===== src/rtl/demux_rr_sched_if.sv =====
// Signal bundle between the burst scheduler (master) and its environment:
// serial source, per-channel requests and the demux pins it drives.
interface demux_rr_sched_if;
    // src_valid/src_ready: a bit moves on a rising clk edge where both are high.
    // The source holds src_bit and src_valid until that edge. src_ready depends
    // only on scheduler state, never combinationally on src_valid.
    logic [3:0] req;
    logic       src_valid;
    logic       src_bit;
    logic       src_ready;
    logic [1:0] sel;
    logic       a;
    logic [3:0] ch_valid;
    logic [3:0] grant;
    logic       busy;

    modport master (
        input  req, src_valid, src_bit,
        output src_ready, sel, a, ch_valid, grant, busy
    );

    modport slave (
        output req, src_valid, src_bit,
        input  src_ready, sel, a, ch_valid, grant, busy
    );
endinterface


===== src/rtl/demux_rr_sched.sv =====
// Round-robin burst scheduler: grants one of four consumers, holds sel for the
// whole grant and streams BURST_LEN serial bits onto the demux 'a' pin.
module demux_rr_sched #(
    parameter int unsigned BURST_LEN  = 4,
    parameter int unsigned GAP_CYCLES = 1
) (
    input  logic              clk,
    input  logic              rst_n,
    demux_rr_sched_if.master  bus,
    output logic [1:0]        o_dbg_state
);

    typedef enum logic [1:0] {
        ST_IDLE  = 2'd0,
        ST_SETUP = 2'd1,
        ST_XFER  = 2'd2,
        ST_GAP   = 2'd3
    } state_t;

    state_t     r_state;
    logic [1:0] r_ptr;
    logic [1:0] r_sel;
    logic [4:0] r_cnt;
    logic [3:0] r_gap_cnt;
    logic       r_a;
    logic [3:0] r_ch_valid;
    logic [3:0] r_grant;
    logic       r_busy;

    logic       w_found;
    logic [1:0] w_off;
    logic [1:0] w_idx;
    logic       w_ready;
    logic       w_hs;
    logic       w_last;

    // Circular search from r_ptr; descending loop so the smallest offset wins.
    always_comb begin
        w_found = 1'b0;
        w_off   = 2'd0;
        for (int k = 3; k >= 0; k--) begin
            if (bus.req[r_ptr + 2'(k)]) begin
                w_found = 1'b1;
                w_off   = 2'(k);
            end
        end
    end

    assign w_idx   = r_ptr + w_off;
    assign w_ready = (r_state == ST_XFER);
    assign w_hs    = bus.src_valid && w_ready;
    assign w_last  = ((r_cnt + 5'd1) == 5'(BURST_LEN));

    always_ff @(posedge clk or negedge rst_n) begin
        if (!rst_n) begin
            r_state    <= ST_IDLE;
            r_ptr      <= 2'd0;
            r_sel      <= 2'd0;
            r_cnt      <= 5'd0;
            r_gap_cnt  <= 4'd0;
            r_a        <= 1'b0;
            r_ch_valid <= 4'd0;
            r_grant    <= 4'd0;
            r_busy     <= 1'b0;
        end else begin
            r_a        <= 1'b0;
            r_ch_valid <= 4'd0;
            case (r_state)
                ST_IDLE: begin
                    if (w_found) begin
                        r_grant <= 4'b0001 << w_idx;
                        r_sel   <= w_idx;
                        r_busy  <= 1'b1;
                        r_state <= ST_SETUP;
                    end
                end
                ST_SETUP: begin
                    r_cnt   <= 5'd0;
                    r_state <= ST_XFER;
                end
                ST_XFER: begin
                    if (w_hs) begin
                        r_a        <= bus.src_bit;
                        r_ch_valid <= r_grant;
                        r_cnt      <= r_cnt + 5'd1;
                        if (w_last) begin
                            r_gap_cnt <= 4'd0;
                            r_state   <= ST_GAP;
                        end
                    end
                end
                ST_GAP: begin
                    // The burst's last strobe is visible during the first GAP cycle.
                    if (r_gap_cnt == 4'(GAP_CYCLES - 1)) begin
                        r_ptr   <= r_sel + 2'd1;
                        r_grant <= 4'd0;
                        r_busy  <= 1'b0;
                        r_state <= ST_IDLE;
                    end else begin
                        r_gap_cnt <= r_gap_cnt + 4'd1;
                    end
                end
                default: r_state <= ST_IDLE;
            endcase
        end
    end

    assign bus.src_ready = w_ready;
    assign bus.sel       = r_sel;
    assign bus.a         = r_a;
    assign bus.ch_valid  = r_ch_valid;
    assign bus.grant     = r_grant;
    assign bus.busy      = r_busy;
    assign o_dbg_state   = r_state;

endmodule


===== src/flat_wrapper.sv =====
// flat-port wrapper written by rule: the top's interface ports become plain ports
module demux_rr_sched_flat 
#(
    parameter int unsigned BURST_LEN  = 4,
    parameter int unsigned GAP_CYCLES = 1
)
  (clk, rst_n, o_dbg_state, bus_req, bus_src_valid, bus_src_bit, bus_src_ready, bus_sel, bus_a, bus_ch_valid, bus_grant, bus_busy);
  demux_rr_sched_if bus_i ();
  input  logic clk;
  input  logic rst_n;
  output logic [1:0] o_dbg_state;
  input wire logic [$bits(bus_i.req)-1:0] bus_req;
  input wire logic [$bits(bus_i.src_valid)-1:0] bus_src_valid;
  input wire logic [$bits(bus_i.src_bit)-1:0] bus_src_bit;
  output wire logic [$bits(bus_i.src_ready)-1:0] bus_src_ready;
  output wire logic [$bits(bus_i.sel)-1:0] bus_sel;
  output wire logic [$bits(bus_i.a)-1:0] bus_a;
  output wire logic [$bits(bus_i.ch_valid)-1:0] bus_ch_valid;
  output wire logic [$bits(bus_i.grant)-1:0] bus_grant;
  output wire logic [$bits(bus_i.busy)-1:0] bus_busy;
  assign bus_i.req = bus_req;
  assign bus_i.src_valid = bus_src_valid;
  assign bus_i.src_bit = bus_src_bit;
  assign bus_src_ready = bus_i.src_ready;
  assign bus_sel = bus_i.sel;
  assign bus_a = bus_i.a;
  assign bus_ch_valid = bus_i.ch_valid;
  assign bus_grant = bus_i.grant;
  assign bus_busy = bus_i.busy;
  demux_rr_sched #(.BURST_LEN(BURST_LEN), .GAP_CYCLES(GAP_CYCLES)) u_core (.clk(clk), .rst_n(rst_n), .bus(bus_i), .o_dbg_state(o_dbg_state));
endmodule

===== config.mk =====
export PLATFORM = sky130hd
export DESIGN_NAME = demux_rr_sched_flat
export DESIGN_NICKNAME = d
export VERILOG_FILES = /design/src/rtl/demux_rr_sched_if.sv /design/src/rtl/demux_rr_sched.sv /design/src/flat_wrapper.sv
export SDC_FILE = /design/constraint.sdc
export NUM_CORES = 1
export LEC_CHECK = 0
export BUFFER_PORTS_ARGS = -buffer_cell sky130_fd_sc_hd__buf_2
export CORE_UTILIZATION = 60
export CTS_CLUSTER_SIZE = 14
export DETAILED_ROUTE_END_ITERATION = 8
export HOLD_SLACK_MARGIN = 0.08
export PLACE_DENSITY = 0.83
export SLEW_MARGIN = 5
export SYNTH_ARGS = -nofsm -noshare
export SYNTH_HDL_FRONTEND = slang
export SYNTH_SLANG_ARGS = --single-unit

===== constraint.sdc =====
create_clock -name clk -period 5.3 [get_ports clk]
set_input_delay 0.53 -clock clk [delete_from_list [all_inputs] [get_ports clk]]
set_output_delay 0.53 -clock clk [all_outputs]
set_load 0.005 [all_outputs]

Word-level counts from Yosys, hierarchy flattened
Index checks and enable logic that the tools add are counted.

Output and inout port bits: 15. Input bits: 8. Logic and storage cells: 79. Register bits after elaboration: 25.

Reductions and logical operators: 12. $add $sub $neg: 7. Magnitude comparators: 4. Eq/ne operators: 9. Shift-type cells: 1. Muxes and demuxes: 37.

Operators by type and width (count): 4-bit two-way mux (7); 2-bit two-way mux (8); 4-bit one-hot mux with 2 select lines (2); 2-bit by 3-bit less-than comparator with 1-bit output (second input constant) (4); 1-bit two-way mux (12); 5-bit one-hot mux with 2 select lines (1); 1-bit binary-select mux with 2-bit select (4); 2-bit one-hot mux with 4 select lines (1); 4-bit AND reduction (2); 2-bit inequality test (second input constant) (3); 2-bit AND reduction (3); 2-bit nonzero test (3); 5-bit by 1-bit adder with 5-bit output (second input constant) (1); 5-bit by 3-bit equality test with 1-bit output (second input constant) (1); 5-bit two-way mux (1); 2-bit by 1-bit adder with 2-bit output (second input constant) (2); 2-bit adder (second input constant) (2); 4-bit by 1-bit adder with 4-bit output (second input constant) (1); 2-bit equality test (second input constant) (2); 4-bit zero test (1); 2-bit by 1-bit inequality test with 1-bit output (second input constant) (2); 1-bit by 2-bit left shift with 4-bit output (first input constant) (1); 3-bit AND reduction (1); 2-bit adder (1); 4 further kinds (4).

Logic depth before layout (Yosys ltp)
Gate-level depths: netlist of the first run.

Depth after elaboration: 11. Mapped depth: 10. Depth with buffers taken out: 9.

Least setup slack after synthesis of the first run
Ideal clock, no wire load.

Path kind: in2reg. Start: input port bus_req[2]. End: register u_core.r_grant[3] (netlist: u_core.bus.grant[3]). Stages on the path: 10. Setup time: 0.069 ns. Arrival time: 2.021 ns. Required time: 5.231 ns. Path slack: 3.210 ns. Path buffers: 1. Cells stage by stage: buf_2 > nor2_1 > a2bb2oi_1 > o211ai_1 > o21a_1 > ha_1 > inv_1 > nor4_1 > o21ai_0 > nand3_1.

Word-level cells in the longest chain between the ends: 10. Elaborated cells between the ends (all ways): 22.

RTL lines: start, declared (RTL line flat_wrapper.sv:12) `input wire logic [$bits(bus_i.req)-1:0] bus_req;`; 1-bit binary-select mux with 2-bit select (RTL line demux_rr_sched.sv:42) `if (bus.req[r_ptr + 2'(k)]) begin`; 1-bit two-way mux (not written as such) (RTL line demux_rr_sched.sv:42); 2-bit two-way mux (3 in series) (RTL line demux_rr_sched.sv:42); 2-bit two-way mux (*) (RTL line demux_rr_sched.sv:42); 2-bit adder (*) (RTL line demux_rr_sched.sv:49) `assign w_idx = r_ptr + w_off;`; via u_core.w_idx[0] (RTL line demux_rr_sched.sv:32) `logic [1:0] w_idx;`; 1-bit by 2-bit left shift with 4-bit output (*) (RTL line demux_rr_sched.sv:71) `r_grant <= 4'b0001 << w_idx;`; 4-bit two-way mux (*) (RTL line demux_rr_sched.sv:70) `if (w_found) begin`; 4-bit one-hot mux with 2 select lines (*) (RTL line demux_rr_sched.sv:68) `case (r_state)`; end signal, assigned (RTL line demux_rr_sched.sv:71); end, declared (RTL line demux_rr_sched.sv:27) `logic [3:0] r_grant;`.

Mark *: on every way through the listed nets, which the timed path passes. The rest lies on a longest branch. The select of a mux whose other input is x is not followed. A chain may end at the register's enable or synchronous reset.

Worst setup path after layout of the first run
Start: register u_core.r_ptr[1]. End: register u_core.r_grant[3] (netlist: u_core.bus.grant[3]).

Word-level cells in the longest chain between the ends: 11. Elaborated cells between the ends (all ways): 25.

RTL lines: start, declared (RTL line demux_rr_sched.sv:21) `logic [1:0] r_ptr;`; start signal, assigned (RTL line demux_rr_sched.sv:95) `r_ptr <= r_sel + 2'd1;`; 2-bit adder (RTL line demux_rr_sched.sv:42); 1-bit binary-select mux with 2-bit select (RTL line demux_rr_sched.sv:42); 1-bit two-way mux (not written as such) (RTL line demux_rr_sched.sv:42); 2-bit two-way mux (3 in series) (RTL line demux_rr_sched.sv:42); 2-bit two-way mux (*) (RTL line demux_rr_sched.sv:42); 2-bit adder (*) (RTL line demux_rr_sched.sv:49); via u_core.w_idx[0] (RTL line demux_rr_sched.sv:32); 1-bit by 2-bit left shift with 4-bit output (*) (RTL line demux_rr_sched.sv:71); 4-bit two-way mux (*) (RTL line demux_rr_sched.sv:70); 4-bit one-hot mux with 2 select lines (*) (RTL line demux_rr_sched.sv:68).

Marked as above.

==> results of run 1 <==
cells in the final DEF (no fill, tap or decap), drive strengths merged, types with 2 or more instances in the layout:
master  synthesis  layout
mux2i           2       2
buf             6      22
o21a            3       3
nor3            3       3
ha              8       8
xnor2           2       2
inv             6       6
and3            6       6
mux2            2       2
o21ai          21      21
nand2          12      12
nand3          14      14
or2             2       2
a32o            3       3
dfrtp          25      25
o31ai           3       3
xor2            3       3
clkbuf          1       3
nor4            4       4
a21oi           6       6
nor2            9       9
worst paths after layout:
kind | to
worst max-delay path | u_core.bus.grant[3]$_DFFE_PN0P_
worst min-delay path | u_core.r_cnt[0]$_DFFE_PN0P_
worst max register to register | u_core.bus.grant[3]$_DFFE_PN0P_
worst min register to register | u_core.r_ptr[0]$_DFFE_PN0P_
max in group asynchronous | u_core.r_gap_cnt[0]$_DFFE_PN0P_
min in group clk | u_core.bus.a$_DFF_PN0_
cell type report:
class | count | area, um2
Multi-Input combinational cell | 119 | 856
Sequential cell | 25 | 626
Timing Repair Buffer | 22 | 110
Inverter | 6 | 22.5
Fill cell | 210 | 776
Clock buffer | 3 | 22.5
Clock inverter | 1 | 5.00
Tap cell | 30 | 37.5
power breakdown:
| part | leakage, nW | internal (mW) | switching [mW] |
|---|---|---|---|
| Clock | 0.0177 | 0.0283 | 0.0575 |
| Sequential | 0.330 | 0.248 | 0.0616 |
| Combinational | 0.446 | 0.186 | 0.263 |
| Total | 0.794 | 0.462 | 0.382 |
sequential cells by signal (all words and copies together), names as in the netlist:
signal               count
u_core.bus.busy          1
u_core.r_ptr             2
u_core.bus.grant         4
u_core.bus.sel           2
u_core.bus.a             1
u_core.r_cnt             5
u_core.r_gap_cnt         4
u_core.o_dbg_state       2
u_core.bus.ch_valid      4
per-stage QoR:
stage | instance area, um2 | hold WS (ps) | util [%] | setup slack, ps | std cells
after CTS | 1680 | 189 | 68.4 | 3130 | 206
final | 1680 | 167 | 68.4 | 3090 | 206
after floorplan | 1550 | 234 | - | 3210 | 157
after detailed placement | 1650 | 517 | 67.3 | 2970 | 202
after global placement | 1650 | 501 | 67.3 | 3110 | 202
after global routing | 1680 | 207 | 68.4 | 2910 | 206
layer usage:
metal  global-route usage, %  part of all wire (%)  wire [um]  vias to the layer above
met3                    4.06                   3.4        106                        4
met5                       0                     0          0                        -
met4                    9.65                   1.3         42                        0
li1                        -                     -          -                      610
met2                    44.7                    52       1620                       29
met1                    32.2                    44       1370                      609
logic make-up after synthesis:
| family | after synthesis | share of synthesized area, % |
|---|---|---|
| simple gates | 59 | 21.8 |
| fa+ha+maj | 8 | 6.46 |
| mux | 4 | 2.99 |
| flops | 25 | 40.4 |
| buf+inv | 13 | 4.36 |
| compound gates | 43 | 21.2 |
| xor+xnor | 5 | 2.83 |
==> key figures, run 1 <==
Synthesis
  – Yosys reg bits: 25
  – Synth unique cells: 48
  – Synth cell count leaders: dfrtp_1 (25), o21ai_0 (17), nand3_1 (14), nand2_1 (12)
  – Gate Count Post-Synth: about 160
  – Register area share after synthesis: 40.4%
  – Post-synth top flop: dfrtp_1
  – Top cells by area, synth: dfrtp_1 (40%), ha_1 (6.5%), o21ai_0 (5.5%), nand3_1 (4.5%), nand2_1 (2.9%)
  – Mapped Area: 1550 um2
  – Synthesized net count: 173
  – Synth top area share: between 40% and 50%
  – Most numerous cell in the Yosys netlist: dfrtp_1
  – Syn avg cell area: ~10 um2
  – Ys async rst share: 100%
  – Warnings, synthesis: 0
  – EDFF count, synth: 0
  – Post-synthesis cell type with the largest combined area: dfrtp_1

Clock tree
  – CTS tree: yes
  – Max H-tree Level: 1
  – Clock-pin slew on the worst setup and hold paths: 130 ps
  – Post-CTS Setup Repair Bufs: 0
  – Hold-fix buffers, CTS: 0
  – TritonCTS buffer count: 3
  – Post-CTS sizing: 0
  – Worst-Skew Late Latency: 320 ps
  – Maximum clock path buffer count: 2
  – Sink Count: 25
  – Root Driver: clkbuf_4

Final layout
  – Share of layout cells above drive strength 1: 22.2%
  – Area Overhead vs Synth: 8.40%
  – Ant diodes: 0
  – Final net count: 193

Global routing
  – Antenna violations before repair: 0
  – GR Util All Layers: between 20% and 30%
  – Largest net degree at the start of global routing: 26
  – First-pass GRT wire length: 5130 um
  – Grt total ovfl: 0
  – Number of global-route vias before repair: 1168

Timing
  – Final setup vio count: 0
  – Tightest Pin Transition: 582 ps
  – Clk_skew: 1.34 ps
  – RSZ-0062 raised after global routing: no
  – F_max: 452 MHz
  – Max_slew headroom: just over 60%
  – Fin crit period: between 2000 and 2500 ps
  – Fin. max-slew vios: 0
  – Final hold viol count: 0
  – Setup TNS: 0 ps
  – Final period util: 41.7%

Critical path
  – CP top delay family: flip-flops
  – Largest stage delay on the critical path: 600 ps
  – Register-to-Register Path Depth: 9
  – Crit end category: flip-flop
  – CP Launch Point: u_core.r_ptr[1]$_DFFE_PN0P_
  – R2r startpoint: u_core.r_ptr[1]$_DFFE_PN0P_
  – Critical path type: flip-flop to flip-flop
  – WP data required: 5570 ps
  – Startpoint Class: flip-flop
  – Critical-path top delay cell: dfrtp_1
  – Buf/Inv on CP: 1
  – Critical path depth: 9
  – Reg-to-reg slack, setup: a little over 3000 ps
  – Worst Path Max Fanout: 11
  – Crit path cell chain: nand2_1, a21oi_1, o2bb2ai_1, o21a_1, ha_1, inv_1, nor4_1, o21ai_0, nand3_1
  – WP data arrival: 2480 ps

Detailed routing
  – WL final: 3150 um
  – 1st-iter DRT viols: 26
  – Antenna violation net count after detailed routing: 0
  – Pre-antenna DRT Iters: 4
  – Vias per inst: 6.08
  – DR WL/cell: ~15 um
  – Via count: around 1300
  – DR DRC count: 0

Placement
  – Routability cong.: 0.915
  – Port Buffers: 22
  – HPWL after detailed placement: 2360 um

Floorplanning
  – Starting Density: 63.1%
  – Height of the die: 52.8 um
  – Die Wd: 52.8 um
  – Core area: 2450 um2
  – Top-level port count: 23
  – Std cell rows: 18
  – Die area: 2790 um2

Hold path
  – Worst min path class: input pin to async pin

Power
  – Leak Pwr: 0.794 nW
  – VDD IR max: 0.397 mV
  – Pwr/cell area: 503 nW/um2
  – Pwr Total: 844 uW

Status
  – Status: finished clean

Run
  – Maxcap violations: 0
Note: power is estimated with default switching activity, not from simulation.
==> run 2: changes to the inputs <==
--- a/config.mk
+++ b/config.mk
@@ -6,11 +6,11 @@
 export NUM_CORES = 1
 export LEC_CHECK = 0
 export BUFFER_PORTS_ARGS = -buffer_cell sky130_fd_sc_hd__buf_2
-export CORE_UTILIZATION = 60
+export CORE_UTILIZATION = 56
 export CTS_CLUSTER_SIZE = 14
 export DETAILED_ROUTE_END_ITERATION = 8
 export HOLD_SLACK_MARGIN = 0.08
-export PLACE_DENSITY = 0.83
+export PLACE_DENSITY = 0.79
 export SLEW_MARGIN = 5
 export SYNTH_ARGS = -nofsm -noshare
 export SYNTH_HDL_FRONTEND = slang
==> constraint.sdc (replaced) <==
create_clock -name clk -period 2.13 [get_ports clk]
set_input_delay 0.213 -clock clk [delete_from_list [all_inputs] [get_ports clk]]
set_output_delay 0.213 -clock clk [all_outputs]
set_load 0.005 [all_outputs]
==> key figures, run 2 (same netlist as run 1, synthesis figures left out) <==
Clock tree
  – Sink Count: 25 (unchanged)
  – Worst-Skew Late Latency: 320 ps (about the same)
  – CTS tree: yes
  – TritonCTS buffer count: 3 (unchanged)
  – Maximum clock path buffer count: 2 (unchanged)
  – Max H-tree Level: 1 (unchanged)
  – Root Driver: clkbuf_4
  – Clock-pin slew on the worst setup and hold paths: 140 ps (about the same)

Global routing
  – Largest net degree at the start of global routing: 26 (unchanged)
  – First-pass GRT wire length: 5040 um (-1.7%)
  – Antenna violations before repair: 0 (unchanged)
  – GR Util All Layers: 24.0% (-1.9 points)
  – Number of global-route vias before repair: 1164 (-0.34%)
  – Grt total ovfl: 0 (unchanged)

Status
  – Status: finished clean

Power
  – Sw Share: 45.2% (-0.048 points)
  – Pwr/cell area: 1260 nW/um2 (+150%)
  – P_sw: 995 uW (+160%)
  – VDD IR max: 0.914 mV (+130%)
  – Combinational share of power: 55.8% (+2.7 points)
  – Sequential power share: 34.5% (-2.2 points)
  – Clk network pwr share: 9.7% (-0.5 points)
  – Pint: 1.21 mW (+160%)
  – Leak Pwr: 0.820 nW (+3.4%)

Detailed routing
  – Top sig layer: met4
  – 1st-iter DRT viols: 39 (+50%)
  – Vias per inst: 6.06 (-0.26%)
  – Met2 routed WL: 1560 um (-3.8%)
  – Antenna violation net count after detailed routing: 0 (unchanged)
  – Length of routed wiring on met1: 1390 um (+1.0%)
  – DR DRC count: 0 (unchanged)
  – Via count: 1279 (+2.2%)
  – WL final: 3090 um (-1.9%)
  – DR WL/cell: 14.6 um (-4.2%)
  – Pre-antenna DRT Iters: 4 (unchanged)
  – Routed length on met3: 90 um (-15%)

Timing
  – Tightest Pin Transition: 667 ps (+85.0 ps)
  – Setup TNS: 0 ps (unchanged)
  – F_max: 506 MHz (+12%)
  – Final hold viol count: 0 (unchanged)
  – Fin. max-slew vios: 0 (unchanged)
  – Clk_skew: 6.34 ps (+5.00 ps)
  – Hold Slack: 124 ps (-43.0 ps)
  – Final WS setup: 153 ps (-2940 ps)
  – Final setup vio count: 0 (unchanged)
  – RSZ-0062 raised after global routing: no
  – Fin crit period: 1980 ps (-235 ps)
  – Final period util: 92.8% (+51 points)
  – Max_slew headroom: 55.3% (-5.7 points)

Floorplanning
  – Top-level port count: 23 (unchanged)
  – Core area: 2540 um2 (+3.7%)
  – Std cell rows: 18 (unchanged)
  – Height of the die: 54.6 um (+3.4%)
  – Starting Density: 60.9% (-2.2 points)
  – Die area: 2980 um2 (+6.9%)
  – Die Wd: 54.6 um (+3.4%)

Final layout
  – Most flop-heavy register: u_core.r_cnt
  – Area Overhead vs Synth: 12.4%
  – Share of layout cells above drive strength 1: 24.9% (+2.7 points)
  – Commonest non-fill, non-tap cell in the layout: dfrtp_1
  – Final Core Density: 68.4% (about the same)
  – Most frequent cells in the layout: dfrtp_1 (25), buf_2 (22), o21ai_0 (17)
  – Final non-filler cell total: 211 (+2.4%)
  – Ant diodes: 0 (unchanged)
  – FILL cells: 203 (-3.3%)
  – Final net count: 198 (+2.6%)
  – Number of flip-flops in the largest register: 5 (unchanged)

Critical path
  – R2r startpoint: u_core.r_ptr[1]$_DFFE_PN0P_
  – Critical path depth: 10 (+1)
  – WP data arrival: 2200 ps (-280 ps)
  – Worst Path Max Fanout: 5 (-6)
  – Reg-to-reg endpoint: u_core.bus.grant[0]$_DFFE_PN0P_
  – Startpoint Class: flip-flop
  – Crit end category: flip-flop
  – WP data required: 2350 ps (-3220 ps)
  – Reg-to-reg slack, setup: 150 ps (-2940 ps)
  – Largest stage delay on the critical path: 450 ps (-150 ps)
  – Critical path type: flip-flop to flip-flop
  – Buf/Inv on CP: 1 (unchanged)
  – Crit path cell chain: buf_4, nor2_1, nand2_1, o211ai_1, o21a_1, ha_1, xor2_1, nor4_1, nand3_1, nand3_1
  – Register-to-Register Path Depth: 10 (+1)
  – CP most frequent cell: nand3_1
  – CP top delay family: flip-flops
  – Critical-path top delay cell: dfrtp_1

Hold path
  – Worst hold path startpoint: bus_src_bit
  – Worst min path class: input pin to flip-flop
  – Worst Hold End: u_core.bus.a$_DFF_PN0_
  – Hold Crit Depth: 2

Placement
  – Port Buffers: 22 (unchanged)
  – HPWL after detailed placement: 2310 um (-1.9%)
  – Placed Instances: 205 (+1.5%)
  – Routability cong.: 0.901 (-1.5%)
  – Pre-CTS setup slack: 146 ps (-2820 ps)

Run
  – Maxcap violations: 0 (unchanged)
run 2: final cells by class:
cell class | count | area, um2 | area share, %
clock buffer | 3 | 22.5 | 1.29
multi-input combinational | 119 | 877 | 50.4
tap | 30 | 37.5 | 2.16
sequential | 25 | 626 | 35.9
timing repair buffer | 27 | 150 | 8.63
clock inverter | 1 | 5.00 | 0.288
inverter | 6 | 22.5 | 1.29
run 2: per-layer routing:
metal	up-vias	GRT usage [%]
met4	0	13.2
met2	30	40.4
met3	6	2.50
met1	621	29.6
li1	622	-
met5	-	0
run 2: stage by stage:
stage	total power [mW]	instance area, um2
final	2.20	1740
after global routing	2.38	1740
after CTS	2.15	1710
after detailed placement	1.93	1670
after global placement	1.87	1670
after floorplan	1.59	1550
run 2: what timing repair did:
action / 4_1_cts / 5_1_grt
gates resized for setup: 0 / 3
hold buffers: 1 / 0
setup buffers: 0 / 1
endpoints found under the setup margin: 0 / 2
hold endpoints to repair: 25 / 0
run 2: how the worst max path moves through the flow:
stage,startpoint,to
finish,u_core.r_ptr[1]$_DFFE_PN0P_,u_core.bus.grant[0]$_DFFE_PN0P_
floorplan,u_core.r_ptr[1]$_DFFE_PN0P_,u_core.bus.grant[3]$_DFFE_PN0P_
detailed placement,bus_req[0],u_core.bus.grant[3]$_DFFE_PN0P_
CTS,u_core.r_ptr[1]$_DFFE_PN0P_,u_core.bus.grant[3]$_DFFE_PN0P_
global placement,u_core.r_gap_cnt[0]$_DFFE_PN0P_,u_core.o_dbg_state[1]$_DFFE_PN0P_
global route,u_core.r_ptr[1]$_DFFE_PN0P_,u_core.bus.grant[3]$_DFFE_PN0P_
run 2: power by group through the flow:
stage	clock network (mW)	registers (mW)	logic [mW]
floorplan	0	0.737	0.853
global placement	0	0.755	1.12
detailed placement	0	0.766	1.16
CTS	0.223	0.757	1.17
global route	0.238	0.781	1.36
finish	0.213	0.759	1.23
